$ cat src/rtl/imem_loader_pkg.sv
// Shared types and constants for the instruction-memory loader.
// The loader FSM states, the header length width and the legal-length rule live here.
package imem_loader_pkg;

  localparam int unsigned LEN_W  = 16;
  localparam int unsigned WORD_W = 32;

  typedef enum logic [2:0] {
    StLenLo,
    StLenHi,
    StData,
    StDone,
    StErr
  } state_e;

  // A header is usable only if it asks for at least one word and fits the memory.
  function automatic logic len_legal(logic [LEN_W-1:0] len, int unsigned depth);
    return (len != '0) && (32'(len) <= depth);
  endfunction

endpackage

$ cat src/rtl/imem_loader_word_assembler.sv
// Collects little-endian bytes into 32-bit words.
// word_valid_o pulses combinationally while the fourth byte of a word is being accepted.
module word_assembler
  import imem_loader_pkg::*;
(
  input  logic              clk_i,
  input  logic              rst_i,
  input  logic              clear_i,
  input  logic              byte_valid_i,
  input  logic [7:0]        byte_i,
  output logic              word_valid_o,
  output logic [WORD_W-1:0] word_o,
  output logic [1:0]        byte_idx_o
);

  logic [1:0]        byte_idx_q, byte_idx_d;
  logic [WORD_W-1:0] asm_q, asm_d;

  // word_o merges the incoming byte so the completed word is usable in the accepting cycle.
  always_comb begin
    word_o                             = asm_q;
    word_o[{byte_idx_q, 3'b000} +: 8]  = byte_i;
    word_valid_o                       = byte_valid_i && !clear_i && (byte_idx_q == 2'd3);
    asm_d                              = asm_q;
    byte_idx_d                         = byte_idx_q;
    if (clear_i) begin
      asm_d      = '0;
      byte_idx_d = '0;
    end else if (byte_valid_i) begin
      asm_d      = word_o;
      byte_idx_d = byte_idx_q + 2'd1;
    end
  end

  always_ff @(posedge clk_i or posedge rst_i) begin
    if (rst_i) begin
      asm_q      <= '0;
      byte_idx_q <= '0;
    end else begin
      asm_q      <= asm_d;
      byte_idx_q <= byte_idx_d;
    end
  end

  assign byte_idx_o = byte_idx_q;

endmodule

$ cat src/rtl/imem_loader.sv
// Run-time program loader: length-prefixed byte stream in, instruction-memory word writes out.
// Keeps the core in reset until every word of the program has been written.
module imem_loader
  import imem_loader_pkg::*;
#(
  parameter int unsigned ADDR_W = 8,
  parameter int unsigned DEPTH  = 256
) (
  input  logic              clk,
  input  logic              rst,
  input  logic              start,
  input  logic [7:0]        in_data,
  input  logic              in_valid,
  output logic              in_ready,
  output logic              mem_we,
  output logic [ADDR_W-1:0] mem_addr,
  output logic [31:0]       mem_wdata,
  output logic              core_rst,
  output logic              done,
  output logic              error,
  output logic [15:0]       words_loaded
);

  state_e             state_q, state_d;
  logic [LEN_W-1:0]   len_q, len_d;
  logic [LEN_W-1:0]   len_full;
  logic [ADDR_W-1:0]  word_addr_q, word_addr_d;
  logic [LEN_W-1:0]   words_loaded_q, words_loaded_d;
  logic               mem_we_q, mem_we_d;
  logic [ADDR_W-1:0]  mem_addr_q, mem_addr_d;
  logic [WORD_W-1:0]  mem_wdata_q, mem_wdata_d;
  logic               done_q, done_d;
  logic               core_rst_q, core_rst_d;

  logic               accept;
  logic               asm_valid;
  logic               asm_clear;
  logic               word_valid;
  logic [WORD_W-1:0]  word;
  logic [1:0]         byte_idx;

  // start wins over a byte offered in the same cycle.
  assign in_ready  = (state_q == StLenLo) || (state_q == StLenHi) || (state_q == StData);
  assign accept    = in_valid && in_ready && !start;
  assign asm_valid = accept && (state_q == StData);
  assign asm_clear = start || (accept && (state_q == StLenHi));
  assign len_full  = {in_data, len_q[7:0]};

  word_assembler u_word_assembler (
    .clk_i        (clk),
    .rst_i        (rst),
    .clear_i      (asm_clear),
    .byte_valid_i (asm_valid),
    .byte_i       (in_data),
    .word_valid_o (word_valid),
    .word_o       (word),
    .byte_idx_o   (byte_idx)
  );

  always_comb begin
    state_d        = state_q;
    len_d          = len_q;
    word_addr_d    = word_addr_q;
    words_loaded_d = words_loaded_q;
    mem_we_d       = 1'b0;
    mem_addr_d     = mem_addr_q;
    mem_wdata_d    = mem_wdata_q;
    // done/core_rst lag the state by one cycle so the last write lands before the core runs.
    done_d         = (state_q == StDone);
    core_rst_d     = (state_q != StDone);

    if (start) begin
      state_d        = StLenLo;
      word_addr_d    = '0;
      words_loaded_d = '0;
      done_d         = 1'b0;
      core_rst_d     = 1'b1;
    end else begin
      unique case (state_q)
        StLenLo: begin
          if (accept) begin
            len_d[7:0] = in_data;
            state_d    = StLenHi;
          end
        end
        StLenHi: begin
          if (accept) begin
            len_d = len_full;
            if (len_legal(len_full, DEPTH)) begin
              state_d        = StData;
              word_addr_d    = '0;
              words_loaded_d = '0;
            end else begin
              state_d = StErr;
            end
          end
        end
        StData: begin
          if (word_valid) begin
            mem_we_d       = 1'b1;
            mem_wdata_d    = word;
            mem_addr_d     = word_addr_q;
            word_addr_d    = word_addr_q + ADDR_W'(1);
            words_loaded_d = words_loaded_q + LEN_W'(1);
            if (words_loaded_q + LEN_W'(1) == len_q) begin
              state_d = StDone;
            end
          end
        end
        StDone: ;
        StErr:  ;
        default: state_d = StLenLo;
      endcase
    end
  end

  always_ff @(posedge clk or posedge rst) begin
    if (rst) begin
      state_q        <= StLenLo;
      len_q          <= '0;
      word_addr_q    <= '0;
      words_loaded_q <= '0;
      mem_we_q       <= 1'b0;
      mem_addr_q     <= '0;
      mem_wdata_q    <= '0;
      done_q         <= 1'b0;
      core_rst_q     <= 1'b1;
    end else begin
      state_q        <= state_d;
      len_q          <= len_d;
      word_addr_q    <= word_addr_d;
      words_loaded_q <= words_loaded_d;
      mem_we_q       <= mem_we_d;
      mem_addr_q     <= mem_addr_d;
      mem_wdata_q    <= mem_wdata_d;
      done_q         <= done_d;
      core_rst_q     <= core_rst_d;
    end
  end

  assign mem_we       = mem_we_q;
  assign mem_addr     = mem_addr_q;
  assign mem_wdata    = mem_wdata_q;
  assign core_rst     = core_rst_q;
  assign done         = done_q;
  assign error        = (state_q == StErr);
  assign words_loaded = words_loaded_q;

  logic unused_byte_idx;
  assign unused_byte_idx = ^byte_idx;

endmodule

$ cat config.mk
export PLATFORM = sky130hd
export DESIGN_NAME = imem_loader
export DESIGN_NICKNAME = d
export VERILOG_FILES = /design/src/rtl/imem_loader_pkg.sv /design/src/rtl/imem_loader_word_assembler.sv /design/src/rtl/imem_loader.sv
export SDC_FILE = /design/constraint.sdc
export NUM_CORES = 1
export LEC_CHECK = 0
export ABC_CLOCK_PERIOD_IN_PS = 7300
export CORE_MARGIN = 3
export CORE_UTILIZATION = 50
export CTS_CLUSTER_DIAMETER = 150
export CTS_CLUSTER_SIZE = 10
export DETAILED_ROUTE_END_ITERATION = 7
export GPL_TIMING_DRIVEN = 0
export PLACE_DENSITY = 0.73
export SYNTH_ARGS = -nofsm -noshare
export SYNTH_HDL_FRONTEND = slang
export SYNTH_HIERARCHICAL = 1
export SYNTH_SLANG_ARGS = --single-unit
$ cat constraint.sdc
create_clock -name clk -period 7.3 [get_ports clk]
set_input_delay 1.095 -clock clk [delete_from_list [all_inputs] [get_ports clk]]
set_output_delay 1.095 -clock clk [all_outputs]
set_load 0.01 [all_outputs]
==> results of run 1 <==
flip-flops by register name (all words and copies together), names as in the netlist:
register,flops
mem_wdata,32
u_word_assembler/asm_q,32
len_q,16
words_loaded,16
mem_addr,8
word_addr_q,8
state_q,3
u_word_assembler/byte_idx_o,2
core_rst,1
done,1
mem_we,1
cell families after synthesis:
family                   synth area share [%]
XOR/XNOR                                 3.14
AND/OR/NAND/NOR                          22.8
multiplexers                             3.10
adder cells (fa/ha/maj)                  1.43
buffers and inverters                    5.25
flip-flops                               48.9
AO/OA/AOI/OAI                            15.4
stage by stage:
stage	power (mW)	cells	util (%)	setup slack [ps]	instance area (sq um)
detailed placement	0.894	870	60.3	2150	7060
CTS	1.76	901	65.6	2560	7680
finish	1.75	901	65.6	2540	7680
floorplan	0.841	655	-	3670	6140
global placement	0.887	869	60.1	2170	7030
global route	1.81	901	65.6	2180	7680
cell usage after synthesis, types with 5 or more instances:
| library cell | count |
|---|---|
| sky130_fd_sc_hd__nor2_1 | 29 |
| sky130_fd_sc_hd__xnor2_1 | 14 |
| sky130_fd_sc_hd__nand4_1 | 19 |
| sky130_fd_sc_hd__buf_4 | 6 |
| sky130_fd_sc_hd__o21ai_0 | 30 |
| sky130_fd_sc_hd__nand2_1 | 169 |
| sky130_fd_sc_hd__and2_1 | 5 |
| sky130_fd_sc_hd__ha_1 | 7 |
| sky130_fd_sc_hd__nand4b_1 | 5 |
| sky130_fd_sc_hd__a32oi_1 | 6 |
| sky130_fd_sc_hd__a21oi_1 | 29 |
| sky130_fd_sc_hd__nand3_1 | 11 |
| sky130_fd_sc_hd__mux2_2 | 15 |
| sky130_fd_sc_hd__o31ai_1 | 7 |
| sky130_fd_sc_hd__inv_1 | 19 |
| sky130_fd_sc_hd__buf_2 | 19 |
| sky130_fd_sc_hd__clkbuf_1 | 16 |
| sky130_fd_sc_hd__a22o_1 | 34 |
| sky130_fd_sc_hd__and3_1 | 7 |
| sky130_fd_sc_hd__o21ai_1 | 15 |
| sky130_fd_sc_hd__dfrtp_1 | 119 |
| sky130_fd_sc_hd__a31oi_1 | 6 |
| sky130_fd_sc_hd__xor2_1 | 8 |
area by class of cell:
class,instances,area share (%)
clock buffer,23,6.48
sequential,120,39.1
multi-input combinational,468,36.7
buffer,46,3.18
tap,143,2.33
clock inverter,8,1.53
inverter,21,1.06
timing repair buffer,72,9.61
layer usage:
metal | global-route usage [%] | part of all wire (%)
met2 | 38.1 | 47
met1 | 34.3 | 46
met5 | 0 | 0
met4 | 7.72 | 1.4
met3 | 6.22 | 5.7
final timing paths:
check | from | end | slack [ps] | depth (start not counted)
max reg2reg | state_q[2] | mem_addr[0] | 3260 | 11
min reg2reg | word_addr_q[7] | word_addr_q[7] | 470 | 1
min in group asynchronous | rst | mem_wdata[15] | 1100 | 2
min | word_addr_q[7] | word_addr_q[7] | 470 | 1
max | in_valid | mem_addr[0] | 2540 | 12
max in group asynchronous | rst | core_rst | 5520 | 3
power groups by stage:
stage	clock (mW)	sequential, mW	combinational [mW]
5_1_grt	0.905	0.735	0.168
4_1_cts	0.878	0.733	0.152
3_5_place_dp	0	0.744	0.150
3_3_place_gp	0	0.744	0.143
6_report	0.866	0.733	0.152
2_1_floorplan	0	0.729	0.112
==> impl.org, run 1 <==
** Synth
- Number of enable-type register cells in the synthesized netlist :: 0
- Ranking of synthesized cells by area :: sky130_fd_sc_hd__dfrtp_1 (48%), sky130_fd_sc_hd__nand2_1 (10%), sky130_fd_sc_hd__a22o_1 (4.8%), sky130_fd_sc_hd__mux2_2 (2.7%), sky130_fd_sc_hd__o21ai_0 (2.4%)
- Distinct cells, synth :: 61
- Number of nets produced by synthesis :: 674
- The share of the Yosys chip area taken by registers is 48.9%.
- Count of yosys warnings during synthesis :: 6
- After synthesis the netlist holds a flip-flop and latch count of 120.
- Counting every instance in the synthesized netlist gives 655.
- Area leader, netlist :: sky130_fd_sc_hd__dfrtp_1
- Dividing the synthesized area by the synthesized cell count gives 9.38 sq um.
- Top_reg_cell synth :: sky130_fd_sc_hd__dfrtp_1
- The top cell type by area accounts for 48.5% of the synthesized area.
- Async S/R FF share, synth :: 100%
- The cell area that synthesis handed to floorplanning was 6140 sq um.

** CTS
- Clock-pin slew was measured on the worst setup and hold paths at 50 ps.
- Count of cells resized by post-cts repair :: 0
- CTS Sinks :: 120
- Hold buffer count at cts :: 0
- Clock tree root driver cell :: sky130_fd_sc_hd__clkbuf_16
- Post-CTS Setup Repair Bufs :: 0
- Clock latency at the later pin of the worst-skew pair :: 420 ps
- Buffers inserted during clock tree synthesis total 17.
- Maximum buffer depth of the clock tree :: 2
- # H-tree levels :: 4
- TritonCTS built the clock tree.

** Final layout
- Share of final-layout standard cells stronger than drive strength 1 :: 12.9%
- Leading cell type in the layout, fill and taps excluded :: sky130_fd_sc_hd__nand2_1
- Nets :: 765
- Registers take 3000 sq um.
- Number of diodes :: 0
- Synthesis-to-finish area growth :: 25.0%
- Filler Cell Count :: 941
- The multi-input combinational cells in the finished layout cover a total of 2820 sq um.
- Commonest cells after routing, fill and taps aside :: sky130_fd_sc_hd__nand2_1 (169), sky130_fd_sc_hd__dfrtp_1 (119), sky130_fd_sc_hd__clkdlybuf4s50_1 (71)

** Pwr
- Logic gate share of total power :: 8.7%
- Leakage dissipation :: 3.50 nW
- Internal Dissipation :: 1.34 mW
- Relative contribution of the clock network to total power :: 49.5%
- Switching share of power :: 23.2%
- For this design the total switching power over the nets is 407 uW.
- Power share of the sequential group :: 41.9%
- Worst ir drop on vdd :: 261 uV
- Cell area power density :: 228 nW/um^2

** Timing
- The final number of hold-violating endpoints came to 0.
- Setup violations remaining at the end of the flow were counted as 0.
- For the final database, setup skew stands at 4.13 ps.
- Worst-case hold slack :: 466 ps
- The max-slew violation count was 0.
- The worst path needs 4760 ps of the cycle, external delays included.
- RSZ-0062 raised after global routing :: no
- The final critical path takes up 65.2% of the cycle.
- Fmax :: 0.210 GHz
- Rel. slew slack :: 31.2%
- Least-Margin Pin Slew :: 1020 ps
- Sum Neg Setup Slack :: 0 ps

** Place
- # port buffers :: 71
- Routability-driven placement congestion ratio :: 0.924
- The HPWL after detailed placement is 11.1 mm.

** Setup path
- Most Frequent Cell on Critical Path :: sky130_fd_sc_hd__nand2_1
- Worst path buffer plus inverter count :: 5
- Required time at the worst-slack endpoint :: 7650 ps
- Type of origin of the critical path :: input port
- Of all nets on the critical path, the largest fanout is 10.
- Walking the worst path, the cells encountered are clkdlybuf4s50_1, nand2_1, nor4_2, or2_2, clkbuf_1, clkbuf_1, nor2_1, nand2_1, buf_2, clkbuf_1, nand2_1, nand2_1.
- Worst setup EP type :: flop
- The largest single stage delay on the critical path is 790 ps.
- Category of the most critical setup path :: in2reg
- Worst Path Arrival :: 5110 ps
- In this design, the largest share of critical-path delay is due to buffers and inverters.
- For this design, the slowest cell found on the critical path is sky130_fd_sc_hd__nor4_2.

** Route
- Remaining number of nets flagged by the antenna check after routing :: 0
- Detailed routing inserted a total of 5,267 vias.
- Average vias per placed instance :: 5.85
- Total Wirelength :: 15.9 mm
- Drt first pass iters :: 5
- Routed length per instance :: 17.6 um
- After detailed routing, the number of remaining DRC violations is 0.
- Number of DRC markers in iteration 0 :: 429

** Floorplan
- Effective utilization at floorplan :: 52.5%
- Core Box Area :: 11,700 sq um
- Horiz. Die Dim :: 117 um
- In this run the core area contains 39 standard-cell rows.
- Floorplan die height :: 117 um
- Die ar. :: 13,700 sq um
- Number of I/O pins :: 73

** GRT
- The first global-routing pass estimated 25.8 mm of wire.
- Global routing consumed, over all layers together, 24.6% of the routing resources.
- Summed over all layers, the global routing overflow is 0.
- Largest net degree at the start of global routing :: 49
- The number of global-route vias before repair came to 4,956.
- The number of antenna violations at the first check in global routing is 0.

** Min path
- Tightest Hold Check Type :: reg2reg

** Status
- The flow ran to the end, and the final reports show no timing, DRC or antenna violations.

** Flow run
- Number of violations of the max-capacitance limit :: 0
Power figures use the tool's default switching activity.
==> run 2, diff against run 1 <==
--- a/config.mk
+++ b/config.mk
@@ -5,7 +5,7 @@
 export SDC_FILE = /design/constraint.sdc
 export NUM_CORES = 1
 export LEC_CHECK = 0
-export ABC_CLOCK_PERIOD_IN_PS = 7300
+export ABC_CLOCK_PERIOD_IN_PS = 4850
 export CORE_MARGIN = 3
 export CORE_UTILIZATION = 50
 export CTS_CLUSTER_DIAMETER = 150
==> constraint.sdc (replaced) <==
create_clock -name clk -period 4.85 [get_ports clk]
set_input_delay 0.7275 -clock clk [delete_from_list [all_inputs] [get_ports clk]]
set_output_delay 0.7275 -clock clk [all_outputs]
set_load 0.01 [all_outputs]
==> results of run 2 <==
The final DEF is identical to that of run 1. Status: completed.
Among the figures that moved: setup slack after placement 2150 ps -> 68.2 ps; setup slack after layout 2540 ps -> 461 ps; register-to-register setup slack 3260 ps -> 810 ps; total power 1.75 mW -> 2.63 mW; worst IR drop on VDD 261 uV -> 393 uV
